$ cat src/rtl/regfile_mp_pkg.sv
// Shared types and helpers for the multi-read-port register file.
package regfile_pkg;

  typedef enum logic {RF_CLEAR, RF_READY} rf_state_t;

  function automatic int unsigned rf_depth(input int unsigned addr_width);
    return 32'd1 << addr_width;
  endfunction

endpackage

$ cat src/rtl/regfile_mp_if.sv
// Bus bundle between control logic (master) and the register file (slave).
interface regfile_mp_if #(
  parameter int ADDR_WIDTH = 3,
  parameter int DATA_WIDTH = 8,
  parameter int NUM_RD     = 2
);
  logic                           clr;
  logic                           busy;
  logic                           w_en;
  logic [ADDR_WIDTH-1:0]          w_addr;
  logic [DATA_WIDTH-1:0]          w_data;
  logic [NUM_RD-1:0]              r_en;
  logic [NUM_RD*ADDR_WIDTH-1:0]   r_addr;
  logic [NUM_RD*DATA_WIDTH-1:0]   r_data;

  modport master (output clr, w_en, w_addr, w_data, r_en, r_addr,
                  input  busy, r_data);
  modport slave  (input  clr, w_en, w_addr, w_data, r_en, r_addr,
                  output busy, r_data);
endinterface

$ cat src/rtl/regfile_mp_rd_port.sv
// One read port: address mux, zero-register mask, write-first bypass and
// optional output register.
module regfile_rd_port
  import regfile_pkg::*;
#(
  parameter int          ADDR_WIDTH = 3,
  parameter int          DATA_WIDTH = 8,
  parameter int unsigned DEPTH      = 8,
  parameter int          REG_READ   = 1,
  parameter int          ZERO_REG   = 0
) (
  input  logic                  clk,
  input  logic                  reset_n,
  input  logic [DATA_WIDTH-1:0] mem [DEPTH],
  input  logic                  flush,
  input  logic                  r_en,
  input  logic [ADDR_WIDTH-1:0] r_addr,
  input  logic                  wr_ok,
  input  logic [ADDR_WIDTH-1:0] w_addr,
  input  logic [DATA_WIDTH-1:0] w_data,
  output logic [DATA_WIDTH-1:0] r_data
);

  logic [DATA_WIDTH-1:0] rd_raw;

  // Zero-register mask wins over the bypass path.
  always_comb begin
    if ((ZERO_REG != 0) && (r_addr == '0))
      rd_raw = '0;
    else if ((REG_READ != 0) && wr_ok && (w_addr == r_addr))
      rd_raw = w_data;
    else
      rd_raw = mem[r_addr];
  end

  generate
    if (REG_READ != 0) begin : g_reg
      logic [DATA_WIDTH-1:0] q;
      always_ff @(posedge clk or negedge reset_n) begin
        if (!reset_n)   q <= '0;
        else if (flush) q <= '0;
        else if (r_en)  q <= rd_raw;
      end
      assign r_data = q;
    end else begin : g_comb
      logic unused_comb;
      assign unused_comb = &{1'b0, clk, reset_n, r_en, wr_ok, w_addr, w_data};
      assign r_data = flush ? '0 : rd_raw;
    end
  endgenerate

endmodule

$ cat src/rtl/regfile_mp.sv
// Multi-read-port register file with self-sequencing clear after reset
// or on request.
module regfile_mp
  import regfile_pkg::*;
#(
  parameter int                    ADDR_WIDTH = 3,
  parameter int                    DATA_WIDTH = 8,
  parameter int                    NUM_RD     = 2,
  parameter int                    REG_READ   = 1,
  parameter int                    ZERO_REG   = 0,
  parameter logic [DATA_WIDTH-1:0] INIT_VAL   = '0
) (
  input logic         clk,
  input logic         reset_n,
  regfile_mp_if.slave bus
);

  localparam int unsigned          DEPTH    = rf_depth(ADDR_WIDTH);
  localparam logic [ADDR_WIDTH:0]  CNT_LAST = (ADDR_WIDTH+1)'(DEPTH - 1);

  rf_state_t                    state, state_nxt;
  logic [ADDR_WIDTH:0]          cnt, cnt_nxt;
  logic [DATA_WIDTH-1:0]        mem [DEPTH];
  logic                         busy, flush, wr_ok;
  logic [NUM_RD*DATA_WIDTH-1:0] r_data_all;

  always_ff @(posedge clk or negedge reset_n) begin
    if (!reset_n) begin
      state <= RF_CLEAR;
      cnt   <= '0;
    end else begin
      state <= state_nxt;
      cnt   <= cnt_nxt;
    end
  end

  always_comb begin
    state_nxt = state;
    cnt_nxt   = cnt;
    unique case (state)
      RF_CLEAR: begin
        if (bus.clr)               cnt_nxt = '0;
        else if (cnt == CNT_LAST) begin
          state_nxt = RF_READY;
          cnt_nxt   = '0;
        end else                   cnt_nxt = cnt + 1'b1;
      end
      RF_READY: begin
        if (bus.clr) begin
          state_nxt = RF_CLEAR;
          cnt_nxt   = '0;
        end
      end
      default: state_nxt = RF_CLEAR;
    endcase
  end

  assign busy  = (state == RF_CLEAR);
  // The clr cycle in READY also flushes registered outputs and drops writes.
  assign flush = (REG_READ != 0) ? (busy | bus.clr) : busy;
  assign wr_ok = !busy && !bus.clr && bus.w_en &&
                 !((ZERO_REG != 0) && (bus.w_addr == '0));

  always_ff @(posedge clk) begin
    if (busy)       mem[cnt[ADDR_WIDTH-1:0]] <= INIT_VAL;
    else if (wr_ok) mem[bus.w_addr]          <= bus.w_data;
  end

  for (genvar i = 0; i < NUM_RD; i++) begin : g_rd
    regfile_rd_port #(
      .ADDR_WIDTH (ADDR_WIDTH),
      .DATA_WIDTH (DATA_WIDTH),
      .DEPTH      (DEPTH),
      .REG_READ   (REG_READ),
      .ZERO_REG   (ZERO_REG)
    ) u_port (
      .clk     (clk),
      .reset_n (reset_n),
      .mem     (mem),
      .flush   (flush),
      .r_en    (bus.r_en[i]),
      .r_addr  (bus.r_addr[i*ADDR_WIDTH +: ADDR_WIDTH]),
      .wr_ok   (wr_ok),
      .w_addr  (bus.w_addr),
      .w_data  (bus.w_data),
      .r_data  (r_data_all[i*DATA_WIDTH +: DATA_WIDTH])
    );
  end

  assign bus.busy   = busy;
  assign bus.r_data = r_data_all;

endmodule

$ cat src/flat_wrapper.sv
// flat-port wrapper written by rule: the top's interface ports become plain ports
module regfile_mp_flat import regfile_pkg::*;
#(
  parameter int                    ADDR_WIDTH = 3,
  parameter int                    DATA_WIDTH = 8,
  parameter int                    NUM_RD     = 2,
  parameter int                    REG_READ   = 1,
  parameter int                    ZERO_REG   = 0,
  parameter logic [DATA_WIDTH-1:0] INIT_VAL   = '0
)
  (clk, reset_n, bus_clr, bus_w_en, bus_w_addr, bus_w_data, bus_r_en, bus_r_addr, bus_busy, bus_r_data);
  regfile_mp_if #(.ADDR_WIDTH(ADDR_WIDTH), .DATA_WIDTH(DATA_WIDTH), .NUM_RD(NUM_RD)) bus_i ();
  input logic clk;
  input logic reset_n;
  input wire logic [$bits(bus_i.clr)-1:0] bus_clr;
  input wire logic [$bits(bus_i.w_en)-1:0] bus_w_en;
  input wire logic [$bits(bus_i.w_addr)-1:0] bus_w_addr;
  input wire logic [$bits(bus_i.w_data)-1:0] bus_w_data;
  input wire logic [$bits(bus_i.r_en)-1:0] bus_r_en;
  input wire logic [$bits(bus_i.r_addr)-1:0] bus_r_addr;
  output wire logic [$bits(bus_i.busy)-1:0] bus_busy;
  output wire logic [$bits(bus_i.r_data)-1:0] bus_r_data;
  assign bus_i.clr = bus_clr;
  assign bus_i.w_en = bus_w_en;
  assign bus_i.w_addr = bus_w_addr;
  assign bus_i.w_data = bus_w_data;
  assign bus_i.r_en = bus_r_en;
  assign bus_i.r_addr = bus_r_addr;
  assign bus_busy = bus_i.busy;
  assign bus_r_data = bus_i.r_data;
  regfile_mp #(.ADDR_WIDTH(ADDR_WIDTH), .DATA_WIDTH(DATA_WIDTH), .NUM_RD(NUM_RD), .REG_READ(REG_READ), .ZERO_REG(ZERO_REG), .INIT_VAL(INIT_VAL)) u_core (.clk(clk), .reset_n(reset_n), .bus(bus_i));
endmodule
$ cat config.mk
export PLATFORM = sky130hd
export DESIGN_NAME = regfile_mp_flat
export DESIGN_NICKNAME = d
export VERILOG_FILES = /design/src/rtl/regfile_mp_pkg.sv /design/src/rtl/regfile_mp_if.sv /design/src/rtl/regfile_mp_rd_port.sv /design/src/rtl/regfile_mp.sv /design/src/flat_wrapper.sv
export SDC_FILE = /design/constraint.sdc
export NUM_CORES = 1
export LEC_CHECK = 0
export ABC_AREA = 0
export ABC_CLOCK_PERIOD_IN_PS = 3900
export BUFFER_PORTS_ARGS = -buffer_cell sky130_fd_sc_hd__clkbuf_2
export CAP_MARGIN = 20
export CORE_MARGIN = 2
export CORE_UTILIZATION = 30
export DETAILED_ROUTE_END_ITERATION = 12
export GPL_ROUTABILITY_DRIVEN = 1
export GPL_TIMING_DRIVEN = 0
export PLACE_DENSITY = 0.54
export SLEW_MARGIN = 20
export SYNTH_ARGS = -nofsm -noshare
export SYNTH_HDL_FRONTEND = slang
export SYNTH_SLANG_ARGS = --single-unit
$ cat constraint.sdc
create_clock -name clk -period 3.9 [get_ports clk]
set_clock_uncertainty 0.05 [all_clocks]
set_input_delay 0.78 -clock clk [delete_from_list [all_inputs] [get_ports clk]]
set_output_delay 0.78 -clock clk [all_outputs]
set_load 0.02 [all_outputs]
Yosys cells after proc, flatten, opt, wreduce, memory -nomap -nowiden
Index checks and enable logic that the tools add are counted.
{ "word_totals": {"wordCells": 68, "register_bits": 85, "output_inout_bits": 17} }
{ "op_classes": {"bitwise_logic": 8, "eq_ne": 5, "addsub": 1, "magnitude_cmp": 6, "mux": 27, "reduce_logical": 9} }
{ "op_table": {"columns": ["op", "n"], "rows": [
  ["$mux 64", 2],
  ["$mux 8", 12],
  ["$and 64x64->64", 1],
  ["$bwmux 64", 1],
  ["$not 64->64", 1],
  ["$bmux 8 s3", 2],
  ["$demux 8 s3", 2],
  ["$ge 4x4->1 const B", 4],
  ["$not 3->4", 4],
  ["$mux 4", 3],
  ["$lt 4x1->1 const B", 2],
  ["$pmux 4 s2", 1],
  ["$eq 3x3->1", 2],
  ["$logic_and 1x1->1", 6],
  ["$add 4x1->4 const B", 1],
  ["$eq 4x3->1 const B", 1],
  ["$ne 2x2->1 const B", 2],
  ["$reduce_bool 2->1", 2],
  ["$mux 1", 3],
  ["$pmux 1 s2", 1],
  ["$logic_not 1->1", 1],
  ["$not 1->1", 1],
  ["$or 1x1->1", 1]
]} }

Longest topological paths before layout
{ "depth": {"ltp_word": 8, "ltp_mapped": 6, "depth_no_buf": 4} }

Modules after synthesis
From an unflattened synthesis, not the netlist that was laid out.
{ "hier_totals": {"cells_unflattened": 365, "hier_area_um2": 4879.7} }
{ "modules_own_cells": {"columns": ["mod", "area_per_inst_um2", "cells_per_inst", "seq_area_each_um2", "n_inst"], "rows": [
  ["regfile_mp", 3103.0, 223, 2047.0, 1],
  ["regfile_rd_port", 888.4, 71, 200.2, 2]
]} }

Least setup slack after synthesis
OpenSTA, ideal clock, no wires.
{ "synth_timing": {"kind": "input -> register", "start": "input bus_clr", "end": "register u_core.mem[10] (netlist bit) (enable)", "path_buffers": 1, "path_stages": 4, "arrival_ps": 1988, "setup_time_ps": 387, "setup_slack_ps": 1476, "path_cell_list": "buf_2 nor2_1 nand2_1 o31ai_1"} }
{ "synth_via": {"elab_chain_len": 4} }
{ "synth_lines": {"columns": ["element", "line_no", "source"], "rows": [
  ["from (decl)", "flat_wrapper.sv:15", "input wire logic [$bits(bus_i.clr)-1:0] bus_clr;"],
  ["$logic_not 1->1", "regfile_mp.sv:61", "assign wr_ok = !busy && !bus.clr && bus.w_en &&"],
  ["$logic_and 1x1->1 (2 in series)", "regfile_mp.sv:61", null],
  ["$ne 2x2->1 (no line)", null, null],
  ["to (signal, indexed assignment)", "regfile_mp.sv:66", "else if (wr_ok) mem[bus.w_addr] <= bus.w_data;"],
  ["to (decl)", "regfile_mp.sv:23", "logic [DATA_WIDTH-1:0] mem [DEPTH];"]
]} }
Every way passes these cells.
A chain may end at the register's enable or synchronous reset.

Worst setup path after layout
{ "layout_timing": {"start": "register u_core.state", "end": "register u_core.mem[55] (netlist bit) (enable)"} }
{ "layout_via": {"elab_chain_len": 3} }
{ "layout_lines": {"columns": ["element", "line_no", "source"], "rows": [
  ["from (decl)", "regfile_mp.sv:21", "rf_state_t state, state_nxt;"],
  ["from (signal assigned)", "regfile_mp.sv:32", "state <= state_nxt;"],
  ["$logic_and 1x1->1 (2 in series)", "regfile_mp.sv:61", null],
  ["$ne 2x2->1 (no line) (*)", null, null]
]} }
Every way passes the cells marked *; elsewhere a longest branch is shown, timed or not.

==> qor.tcl <==
set qor(fp.coreArea_um2) 15800
set qor(place.port_buffers) 30
set qor(number_of_enable_type_register_cells_in_the_synthesized_netlist) 64
set qor(run_status) {complete, no violations}
set qor(post_cts_hold_buffer_count) 0
set qor(setup_ws_post_layout_ns) 1.27
set qor(arrival_ns) 2.54
set qor(initial_utilization) 0.307
set qor(cts-buffers-inserted) 9
set qor(vias) 3525
set qor(fraction_of_registers_with_async_set_or_reset_after_synthesis) 0.247
set qor(timing.setup.critical_path_class) {register to register}
set qor(via_per_inst) 5.48
set qor(post-synth-top-count-cell) {sky130_fd_sc_hd__edfxtp_1}
set qor(dpl.cell_count) 627
set qor(boundaryPins) 40
set qor(clockBufferDepth) 2
set qor(floorplan.rows) 46
set qor(cp_cell_sequence) {buf_2 > inv_1 > nor2_1 > nand2_1 > o21ai_0}
set qor(cellLeakagePower_nw) 2.30
set qor(path_buf_inv) 2
set qor(rsz0062_at_grt) {false}
set qor(antenna_nets_post_route) 0
set qor(clock_tree.root_cell) {sky130_fd_sc_hd__clkbuf_16}
set qor(cts.repair_timing.setup_buffer_count) 0
set qor(synth_top_flop_cell) {sky130_fd_sc_hd__edfxtp_1}
set qor(grt_pass1_vias) 3555
set qor(routed_wire_length_per_instance_um) 21.0
set qor(number_of_h_tree_levels) 3
set qor(critical_path_required_ns) 3.81
set qor(critPathMaxFanout) 10
set qor(report.final.hold_viol_count) 0
set qor(drt_pass1_iterations) 5
set qor(max-slew-margin-rel) 0.290
set qor(cts_tree) {built}
set qor(power.density_cell_area_nw_per_um2) 502
set qor(ir_drop_uv) 232
set qor(dpl-instance-area_um2) 5270
set qor(pre_cts_ws_ns) 1.01
set qor(fin_tns_setup_ns) 0
set qor(post_layout_nonfiller_instances) 643
set qor(globalRouteMet2Util) 0.257
set qor(gr-max-usage-layer) {met2}
set qor(syn-num-nets) 405
set qor(detail_route.wirelength_um) 13500
set qor(dieWidth_um) 131
set qor(synth_top_area_cell) {sky130_fd_sc_hd__edfxtp_1}
set qor(syn_area_per_cell_um2) 12.7
set qor(finalWeightedCongestion) 0.893
set qor(synth.top_cell.area_share) 0.396
set qor(grt_max_degree) 22
set qor(synth.cells.most_frequent) {sky130_fd_sc_hd__edfxtp_1, sky130_fd_sc_hd__nand2_1, sky130_fd_sc_hd__o21ai_0}
set qor(cts.sink_count) 85
set qor(grt_first_pass_wirelength_um) 21000
set qor(antenna_violations_before_repair) 0
set qor(layout-area-overhead-vs-synth_pct) 15.4
set qor(max_cap_viol) 0
set qor(postSynthCellCount) 381
set qor(die_area_um2) 17200
set qor(insertion_delay_ns) 0.34
set qor(fin_hold_ws_ns) 0.346
set qor(end_kind) {register}
set qor(post_cts.resized_instances) 0
set qor(cp_top_family) {compound AO/OA/AOI/OAI gates}
set qor(tightest_slew_ns) 1.05
set qor(grt_usage) 0.162
set qor(worstHoldPathType) {primary input to asynchronous set/reset pin}
set qor(drive_above_1_share) 0.157
set qor(synth.top_cells.by_area) {sky130_fd_sc_hd__edfxtp_1, sky130_fd_sc_hd__mux4_1, sky130_fd_sc_hd__dfrtp_1}
set qor(global_route.overflow_total) 0
set qor(syn-cell-area_um2) 4850
set qor(max_slew_violation_total_from_the_final_report) 0
set qor(clock_period_minus_final_worst_setup_slack_ns) 2.63
set qor(route.detailed.drc) 0
set qor(clk_pin_slew_worst_paths_ns) 0.06
set qor(yosys_warnings) 0
set qor(n_antenna_cell) 0
set qor(cpPeakStageDelay_ns) 0.92
set qor(synth-seq-cells) 85
set qor(gr-usage-met1) 0.211
set qor(detailedRoute.firstIterationViolations) 299
set qor(synth_seq_area_share) 0.504
set qor(fin_nets) 446
set qor(filler_cell_count) 1587
set qor(timing.final.setup_violations) 0
set qor(postLayoutCellArea_um2) 5600
set qor(dp_hpwl_um) 10600
set qor(floorplan.die.height_um) 131
set qor(gr-usage-met3) 0.0270
set qor(worstSetupStartpointType) {register}
set qor(timing.fmax_mhz) 380
set qor(timing.critical_path.slowest_stage_cell) {sky130_fd_sc_hd__o21ai_0}
set qor(final.period_utilization) 0.675
set qor(synth_cell_types) 36
==> flip-flops by register name, indices dropped and copies added, names as in the netlist <==
register / flops
u_core.cnt: 4
u_core.g_rd.u_port.r_data: 16
u_core.mem: 64
u_core.state: 1
==> worst register-to-register path: stages (launching register included) <==
cell	delay (ns)
sky130_fd_sc_hd__dfrtp_1	0.35
sky130_fd_sc_hd__buf_2	0.21
sky130_fd_sc_hd__inv_1	0.15
sky130_fd_sc_hd__nor2_1	0.25
sky130_fd_sc_hd__nand2_1	0.31
sky130_fd_sc_hd__o21ai_0	0.93
==> metrics by stage <==
step / power (mW) / util
finish: 2.81 / 0.354
global placement: 1.86 / 0.333
detailed placement: 1.89 / 0.333
floorplan: 1.67 / -
CTS: 2.82 / 0.354
global route: 2.93 / 0.354
==> path summary, 6_finish.rpt <==
kind | startpoint | endpoint | slack, ns | cells after the start
worst max-delay path | u_core.state | u_core.mem[55] | 1.27 | 5
worst min-delay path | reset_n | u_core.g_rd[1].u_port.r_data[6] | 0.35 | 1
worst max register to register | u_core.state | u_core.mem[55] | 1.27 | 5
worst min register to register | u_core.g_rd[1].u_port.r_data[3] | u_core.g_rd[1].u_port.r_data[3] | 0.47 | 2
max in group asynchronous | reset_n | u_core.g_rd[0].u_port.r_data[0] | 3.11 | 1
min in group clk | u_core.g_rd[1].u_port.r_data[3] | u_core.g_rd[1].u_port.r_data[3] | 0.47 | 2
==> kinds of logic (layout without fill, tap and decap cells) <==
logic type | Yosys count | in the layout | synth area share
simple gates | 95 | 95 | 0.0907
compound gates | 115 | 115 | 0.143
buf+inv | 28 | 74 | 0.0361
flops | 85 | 85 | 0.504
fa+ha+maj | 1 | 1 | 0.00258
mux | 50 | 50 | 0.210
xor+xnor | 7 | 7 | 0.0126
==> report_power, final <==
group          internal [mW]  switching (mW)  total, mW
sequential              1.22           0.156       1.38
combinational          0.251           0.250      0.501
clock                  0.563           0.368      0.931
total                   2.04           0.773       2.81
==> final cells by class <==
type / instances / area [µm²] / share of cell area
Inverter: 7 / 26.3 / 0.00469
Tap cell: 216 / 270 / 0.0482
Clock inverter: 7 / 98.8 / 0.0176
Multi-Input combinational cell: 268 / 2240 / 0.399
Timing Repair Buffer: 30 / 150 / 0.0268
Sequential cell: 85 / 2450 / 0.437
Clock buffer: 9 / 225 / 0.0402
Buffer: 21 / 149 / 0.0266
==> routing by layer <==
| metal | vias up | wire (µm) |
|---|---|---|
| met5 | - | 0 |
| met4 | 0 | 559 |
| met3 | 26 | 713 |
| met2 | 143 | 6290 |
| met1 | 1748 | 5970 |
| li1 | 1608 | - |
==> layout by cell type, fill, tap and decap left out, types with 2 or more instances in the layout <==
cell / Yosys / final
sky130_fd_sc_hd__a21oi_1: 3 / 3
sky130_fd_sc_hd__a22o_1: 16 / 16
sky130_fd_sc_hd__a22oi_1: 16 / 16
sky130_fd_sc_hd__a31oi_1: 5 / 5
sky130_fd_sc_hd__and2_1: 8 / 8
sky130_fd_sc_hd__and4_1: 2 / 2
sky130_fd_sc_hd__and4b_1: 2 / 2
sky130_fd_sc_hd__buf_12: 2 / 2
sky130_fd_sc_hd__buf_2: 12 / 12
sky130_fd_sc_hd__buf_4: 2 / 2
sky130_fd_sc_hd__buf_6: 2 / 2
sky130_fd_sc_hd__bufinv_16: 0 / 2
sky130_fd_sc_hd__clkbuf_1: 2 / 2
sky130_fd_sc_hd__clkbuf_16: 0 / 9
sky130_fd_sc_hd__clkbuf_2: 0 / 30
sky130_fd_sc_hd__clkinvlp_4: 0 / 4
sky130_fd_sc_hd__dfrtp_1: 21 / 21
sky130_fd_sc_hd__edfxtp_1: 64 / 64
sky130_fd_sc_hd__inv_1: 7 / 7
sky130_fd_sc_hd__mux2i_1: 18 / 18
sky130_fd_sc_hd__mux4_1: 32 / 32
sky130_fd_sc_hd__nand2_1: 59 / 59
sky130_fd_sc_hd__nand3_1: 4 / 4
sky130_fd_sc_hd__nand4_1: 2 / 2
sky130_fd_sc_hd__nor2_1: 10 / 10
sky130_fd_sc_hd__nor3b_1: 2 / 2
sky130_fd_sc_hd__o21ai_0: 55 / 51
sky130_fd_sc_hd__o21ai_1: 16 / 20
sky130_fd_sc_hd__o31a_1: 2 / 2
sky130_fd_sc_hd__xnor2_1: 7 / 7
(Power assumes the default switching activity.)
